### src/rtl/rtype_exec_unit.sv
// R-type execute stage: register file, single-cycle ALU, iterative MUL/DIV.
// Optional signed-overflow trap on ADD/SUB is enabled by defining OVF_TRAP_EN.

module rtype_exec_unit #(
  parameter int DATA_W  = 32,
  parameter int REG_NUM = 32,
  localparam int REG_AW = $clog2(REG_NUM)
) (
  input  logic              clk,
  input  logic              rst,
  input  logic              instr_valid,
  output logic              instr_ready,
  input  logic [5:0]        opcode,
  input  logic [5:0]        func,
  input  logic [REG_AW-1:0] rs_num,
  input  logic [REG_AW-1:0] rt_num,
  input  logic [REG_AW-1:0] rd_num,
  input  logic [4:0]        sh_amount,
  output logic              wb_valid,
  output logic [REG_AW-1:0] wb_num,
  output logic [DATA_W-1:0] wb_data,
  output logic              busy,
  output logic              illegal_op,
  output logic              halted,
  input  logic [REG_AW-1:0] dbg_num,
  output logic [DATA_W-1:0] dbg_data
`ifdef OVF_TRAP_EN
  ,
  output logic              ovf_trap,
  output logic [15:0]       ovf_count
`endif
);

  // state  | meaning
  // S_IDLE | accepting instructions, single-cycle ops complete here
  // S_ITER | MUL/DIV running one bit per edge
  // S_HALT | SYSCALL seen, frozen until rst

  localparam int MSB   = DATA_W - 1;
  localparam int CNT_W = $clog2(DATA_W);
  localparam logic [CNT_W-1:0] CNT_LAST = CNT_W'(DATA_W - 1);

  localparam logic [5:0] F_SLL = 6'h00;
  localparam logic [5:0] F_SRL = 6'h02;
  localparam logic [5:0] F_SRA = 6'h03;
  localparam logic [5:0] F_SYS = 6'h0C;
  localparam logic [5:0] F_MUL = 6'h18;
  localparam logic [5:0] F_DIV = 6'h1A;
  localparam logic [5:0] F_ADD = 6'h20;
  localparam logic [5:0] F_SUB = 6'h22;
  localparam logic [5:0] F_AND = 6'h24;
  localparam logic [5:0] F_OR  = 6'h25;
  localparam logic [5:0] F_XOR = 6'h26;
  localparam logic [5:0] F_NOR = 6'h27;

  typedef enum logic [1:0] {S_IDLE, S_ITER, S_HALT} state_t;

  state_t state, state_nx;

  logic [DATA_W-1:0] regs [REG_NUM];
  logic [DATA_W-1:0] rs_val, rt_val, sum, diff, alu_res;
  logic [4:0]        sh_mod;
  logic              accept, legal, is_iter, is_sys, ovf_hit;

  logic [DATA_W:0]   acc, acc_nx, rem_sh;
  logic [DATA_W-1:0] opa, opa_nx, opb, opb_nx, iter_res;
  logic [CNT_W-1:0]  cnt;
  logic              is_div, div_ge;
  logic [REG_AW-1:0] iter_rd;

  logic              we;
  logic [REG_AW-1:0] wnum;
  logic [DATA_W-1:0] wdata;

  assign rs_val   = (rs_num == '0)  ? '0 : regs[rs_num];
  assign rt_val   = (rt_num == '0)  ? '0 : regs[rt_num];
  assign dbg_data = (dbg_num == '0) ? '0 : regs[dbg_num];
  assign sum      = rs_val + rt_val;
  assign diff     = rs_val - rt_val;
  assign sh_mod   = 5'(int'(sh_amount) % DATA_W);

  assign instr_ready = (state == S_IDLE);
  assign busy        = (state == S_ITER);
  assign halted      = (state == S_HALT);
  assign accept      = instr_valid && (state == S_IDLE);

`ifdef OVF_TRAP_EN
  logic add_ovf, sub_ovf;
  assign add_ovf = (rs_val[MSB] == rt_val[MSB]) && (sum[MSB]  != rs_val[MSB]);
  assign sub_ovf = (rs_val[MSB] != rt_val[MSB]) && (diff[MSB] != rs_val[MSB]);
  assign ovf_hit = accept && (opcode == 6'h00) &&
                   (((func == F_ADD) && add_ovf) || ((func == F_SUB) && sub_ovf));
`else
  assign ovf_hit = 1'b0;
`endif

  // decode, ALU and next state
  always_comb begin
    state_nx = state;
    legal    = 1'b0;
    is_iter  = 1'b0;
    is_sys   = 1'b0;
    alu_res  = '0;
    if (opcode == 6'h00) begin
      legal = 1'b1;
      case (func)
        F_ADD:        alu_res = sum;
        F_SUB:        alu_res = diff;
        F_AND:        alu_res = rs_val & rt_val;
        F_OR:         alu_res = rs_val | rt_val;
        F_XOR:        alu_res = rs_val ^ rt_val;
        F_NOR:        alu_res = ~(rs_val | rt_val);
        F_SLL:        alu_res = rt_val << sh_mod;
        F_SRL:        alu_res = rt_val >> sh_mod;
        F_SRA:        alu_res = $signed(rt_val) >>> sh_mod;
        F_MUL, F_DIV: is_iter = 1'b1;
        F_SYS:        is_sys  = 1'b1;
        default:      legal   = 1'b0;
      endcase
    end
    case (state)
      S_IDLE: begin
        if (accept && legal && is_iter)     state_nx = S_ITER;
        else if (accept && legal && is_sys) state_nx = S_HALT;
      end
      S_ITER:  if (cnt == CNT_LAST) state_nx = S_IDLE;
      S_HALT:  state_nx = S_HALT;
      default: state_nx = S_IDLE;
    endcase
  end

  // one step of shift-add multiply or restoring divide
  always_comb begin
    rem_sh = {acc[DATA_W-1:0], opb[MSB]};
    div_ge = (rem_sh >= {1'b0, opa});
    if (is_div) begin
      acc_nx = div_ge ? (rem_sh - {1'b0, opa}) : rem_sh;
      opa_nx = opa;
      opb_nx = {opb[DATA_W-2:0], div_ge};
      iter_res = opb_nx;
    end else begin
      acc_nx = opb[0] ? (acc + {1'b0, opa}) : acc;
      opa_nx = opa << 1;
      opb_nx = opb >> 1;
      iter_res = acc_nx[DATA_W-1:0];
    end
  end

  always_comb begin
    we    = 1'b0;
    wnum  = rd_num;
    wdata = alu_res;
    if (state == S_ITER) begin
      if (cnt == CNT_LAST) begin
        we    = 1'b1;
        wnum  = iter_rd;
        wdata = iter_res;
      end
    end else if (accept && legal && !is_iter && !is_sys && !ovf_hit) begin
      we = 1'b1;
    end
  end

  always_ff @(posedge clk) begin
    if (rst) state <= S_IDLE;
    else     state <= state_nx;
  end

  always_ff @(posedge clk) begin
    if (rst) begin
      for (int i = 0; i < REG_NUM; i++) regs[i] <= '0;
      wb_valid   <= 1'b0;
      wb_num     <= '0;
      wb_data    <= '0;
      illegal_op <= 1'b0;
      acc        <= '0;
      opa        <= '0;
      opb        <= '0;
      cnt        <= '0;
      is_div     <= 1'b0;
      iter_rd    <= '0;
    end else begin
      if (we && (wnum != '0)) regs[wnum] <= wdata;
      wb_valid   <= we;
      if (we) begin
        wb_num  <= wnum;
        wb_data <= wdata;
      end
      illegal_op <= accept && !legal;
      if (accept && legal && is_iter) begin
        // divide keeps the divisor in opa and shifts the dividend out of opb
        is_div  <= (func == F_DIV);
        opa     <= (func == F_DIV) ? rt_val : rs_val;
        opb     <= (func == F_DIV) ? rs_val : rt_val;
        acc     <= '0;
        cnt     <= '0;
        iter_rd <= rd_num;
      end else if (state == S_ITER) begin
        acc <= acc_nx;
        opa <= opa_nx;
        opb <= opb_nx;
        cnt <= cnt + CNT_W'(1);
      end
    end
  end

`ifdef OVF_TRAP_EN
  always_ff @(posedge clk) begin
    if (rst) begin
      ovf_trap  <= 1'b0;
      ovf_count <= '0;
    end else begin
      ovf_trap <= ovf_hit;
      if (ovf_hit && (ovf_count != 16'hFFFF)) ovf_count <= ovf_count + 16'd1;
    end
  end
`endif

endmodule

### config.mk
export PLATFORM = sky130hd
export DESIGN_NAME = rtype_exec_unit
export DESIGN_NICKNAME = d
export VERILOG_FILES = /design/src/rtl/rtype_exec_unit.sv
export SDC_FILE = /design/constraint.sdc
export NUM_CORES = 2
export LEC_CHECK = 0
export ABC_AREA = 1
export CELL_PAD_IN_SITES_DETAIL_PLACEMENT = 1
export CELL_PAD_IN_SITES_GLOBAL_PLACEMENT = 2
export CORE_MARGIN = 2
export CORE_UTILIZATION = 30
export DETAILED_ROUTE_END_ITERATION = 10
export PLACE_DENSITY = 0.64
export SYNTH_ARGS = -nofsm -noshare
export SYNTH_HDL_FRONTEND = slang
export SYNTH_SLANG_ARGS = --single-unit
### constraint.sdc
create_clock -name clk -period 7.75 [get_ports clk]
set_input_delay 1.55 -clock clk [delete_from_list [all_inputs] [get_ports clk]]
set_output_delay 1.55 -clock clk [all_outputs]
set_load 0.01 [all_outputs]
==> flow_summary.toml <==
[hold_path]
hp-class = "reg2reg"

[cells_and_area]
nNetsFinal = 12100
fin_util = 0.347
syn_to_final_growth_pct = 15.2
fillers = 34600
fin_cells = 15800
drive_gt1_frac = 0.0894

[floorplan]
pin_count = 114
die_x_um = 536
row_count = 195
coreArea_um2 = 282000
die_h_um = 536
dieArea_um2 = 287000
initial_core_util = 0.301

[place]
gp_congestion = 0.982
io_buffers = 113
dp_cells = 15500
hpwl_um = 354000

[setup_path]
rr_worst_depth = 31
worstPathArrival_ns = 7.65
cp-endpoint = "regs[21][29]"
critPathSlowestCell = "nand3_2"
required_ns = 8.31
worstReg2RegStart = "regs[20][0]"
timing.critical_path.mode_cell = "nand2_1"
r2r-end = "regs[21][29]"
rrSetupSlack_ns = 1.60
critPathMaxStageDelay_ns = 0.44
crit_fanout = 31
worstSetupEndpointType = "flop"
startpoint = "rt_num[0]"
cp-start-kind = "input port"
path_class = "in2reg"

[timing]
fin_crit_ns = 7.09
fmax_ghz = 0.141
tightest_slew_ns = 1.39
setup_viol = 0
hold_viol = 0
maxSlewHeadroom = 0.0672
timing.hold.ws_ns = 0.469
slew_violations = 0
rsz0062_at_grt = "no"
finalCritPeriodShare = 0.915
tns_ns = 0
skew_ns = 0.0703

[global_route]
grt_pass1_vias = 94400
antenna_found_initial = 15
met1_usage = 0.439
grt_pass1_wl_um = 733000
overflow = 0
grt_util_all_layers = 0.360
grt.met3_usage = 0.0626
grt.busiest_layer = "met2"
use_met2 = 0.577
grt_start_max_net_pins = 98

[yosys]
synth_top_cell_by_area = "edfxtp_1"
netlist_instances = 12000
yosysWarnings = 0
syn_area_per_cell_um2 = 7.08
ys_seq_area_frac = 0.397
synth_cell_types = 62
synth_area_leaders = "edfxtp_1 (36%), nand2_1 (10%), nor2_1 (9.5%)"
netlist.area_leader.share = 0.362
ys.flop_type = "edfxtp_1"
synth-seq-cells = 1172
syn_area_um2 = 84900
async_reset_ff_frac = 0
synth_edf_count = 1024

[detailed_routing]
detail_route.wl_per_cell_um = 33.8
vias_per_cell = 5.99
finalWirelength_um = 533000
drc = 0
firstDrtPassIters = 8
drt_iter0_drc = 10400
final_antenna_net_count = 0
vias = 94400

[clock_tree]
hold_buffers = 0
cts_resized = 0
insertion_delay_ns = 0.91
cts_htree_levels = 4
clk_path_buf_depth = 4
clock_sinks = 1172
cts.reportedPaths.clkPinSlew_ns = 0.05
cts_setup_buffers = 0
clockRootBuffer = "clkbuf_16"
cts_tree = "yes"
numCtsBuffers = 160

[pwr]
leakage_nw = 38.6
totalPowerFinal_mw = 18.7
peakVddDrop_v = 0.000184
power_density_nw_per_um2 = 192

[status]
status = "finished clean"

[job]
maxCapViolations = 0
placed cells by master, fill, tap and decap left out, types with 15 or more instances in the layout:
master,count
clkbuf_1,28
nand4_1,36
clkdlybuf4s50_1,93
a21boi_4,21
nand2_2,57
a31oi_1,93
xor2_1,62
nand3_2,29
xnor2_1,26
o21ai_1,35
clkinv_2,33
edfxtp_1,1024
dfxtp_1,147
a21oi_1,759
or2_2,17
clkinv_1,29
clkbuf_16,164
nor2_1,2132
a21o_1,16
nor3_1,20
o21ai_0,1514
o221ai_1,235
conb_1,32
nand2_1,2299
inv_1,707
buf_4,490
buf_12,117
a221oi_1,53
o211ai_1,167
ha_1,161
nand3_1,1069
o22ai_1,90
nor2_2,44
inv_2,15
routing by layer:
metal	routed length [µm]	vias to the layer above
met5	368	-
met4	42100	6
met3	40800	1290
met2	240000	4404
met1	209000	47900
li1	-	40700
state kept, by name, summed over array words and instances, names as in the netlist:
name and cells:
opa 32, illegal_op 1, state 2, wb_num 5, regs 1024, wb_valid 1, cnt 5, is_div 1
acc 32, opb 32, wb_data 32, iter_rd 5
final cells by class:
type                       instances  area (µm²)  area share
clock buffer                     199        4310      0.0440
sequential                      1172       33700       0.345
inverter                         736        2830      0.0290
timing repair buffer             713        7090      0.0725
tap                             3743        4680      0.0479
clock inverter                    85         743     0.00760
multi-input combinational       9102       44400       0.454
antenna                            6        15.0    0.000154
critical path, delay by kind of cell:
| family | cells | cell delay [ns] |
|---|---|---|
| simple gates | 22 | 3.22 |
| buf+inv | 7 | 1.45 |
| compound gates | 3 | 0.76 |
| fa+ha+maj | 1 | 0.33 |
| xor+xnor | 1 | 0.17 |
cell usage after synthesis (all sizes together) (3+ instances only):
master and number:
xnor2 26, o221ai 235, nor4 13, a21o 16, nand3 1098, nand3b 5, or2 17, a221oi 53
a21boi 35, a31oi 94, inv 731, nor3 25, nand2 2365, a211oi 14, o22ai 90, o311ai 7
dfxtp 148, and2 10, clkinv 5, o211ai 167, o21a 11, fa 3, xor2 62, nand4 36
ha 161, edfxtp 1024, buf 398, nor2 2184, clkbuf 622, o2111ai 5, a21oi 759, o21bai 12
a22o 5, o21ai 1549
stage by stage:
stage	cell area [µm²]	setup slack, ns
after floorplan	85000	1.90
after global placement	92700	0.175
after detailed placement	92700	0.0525
after CTS	97800	0.968
after global routing	97800	0.353
final	97800	0.662
how the worst min path moves through the flow:
stage / from / to / slack, ns / cells after the start
finish: cnt[4] / cnt[4] / 0.47 / 2
global route: cnt[4] / cnt[4] / 0.50 / 2
CTS: cnt[4] / cnt[4] / 0.48 / 2
detailed placement: cnt[4] / cnt[4] / 0.47 / 2
global placement: cnt[4] / cnt[4] / 0.45 / 2
floorplan: cnt[4] / cnt[4] / 0.44 / 2
where the power goes:
| group | switching [mW] | leakage (nW) | internal [mW] |
|---|---|---|---|
| Combinational | 2.92 | 24.4 | 1.10 |
| Clock | 3.23 | 2.48 | 4.30 |
| Sequential | 0.152 | 11.7 | 7.04 |
kinds of logic (layout without fill, tap and decap cells):
group / after synthesis / count (layout) / synth area share
AOI/OAI and AO/OA: 3062 / 3062 / 0.205
xor gates and xnor gates: 88 / 88 / 0.00908
adders and majority gates: 164 / 164 / 0.0244
buffers and inverters: 1756 / 1733 / 0.0866
DFF: 1172 / 1172 / 0.397
other: 1 / 38 / 0.0000442
and+or+nand+nor: 5756 / 5756 / 0.278
Power figures use the tool's default switching activity.
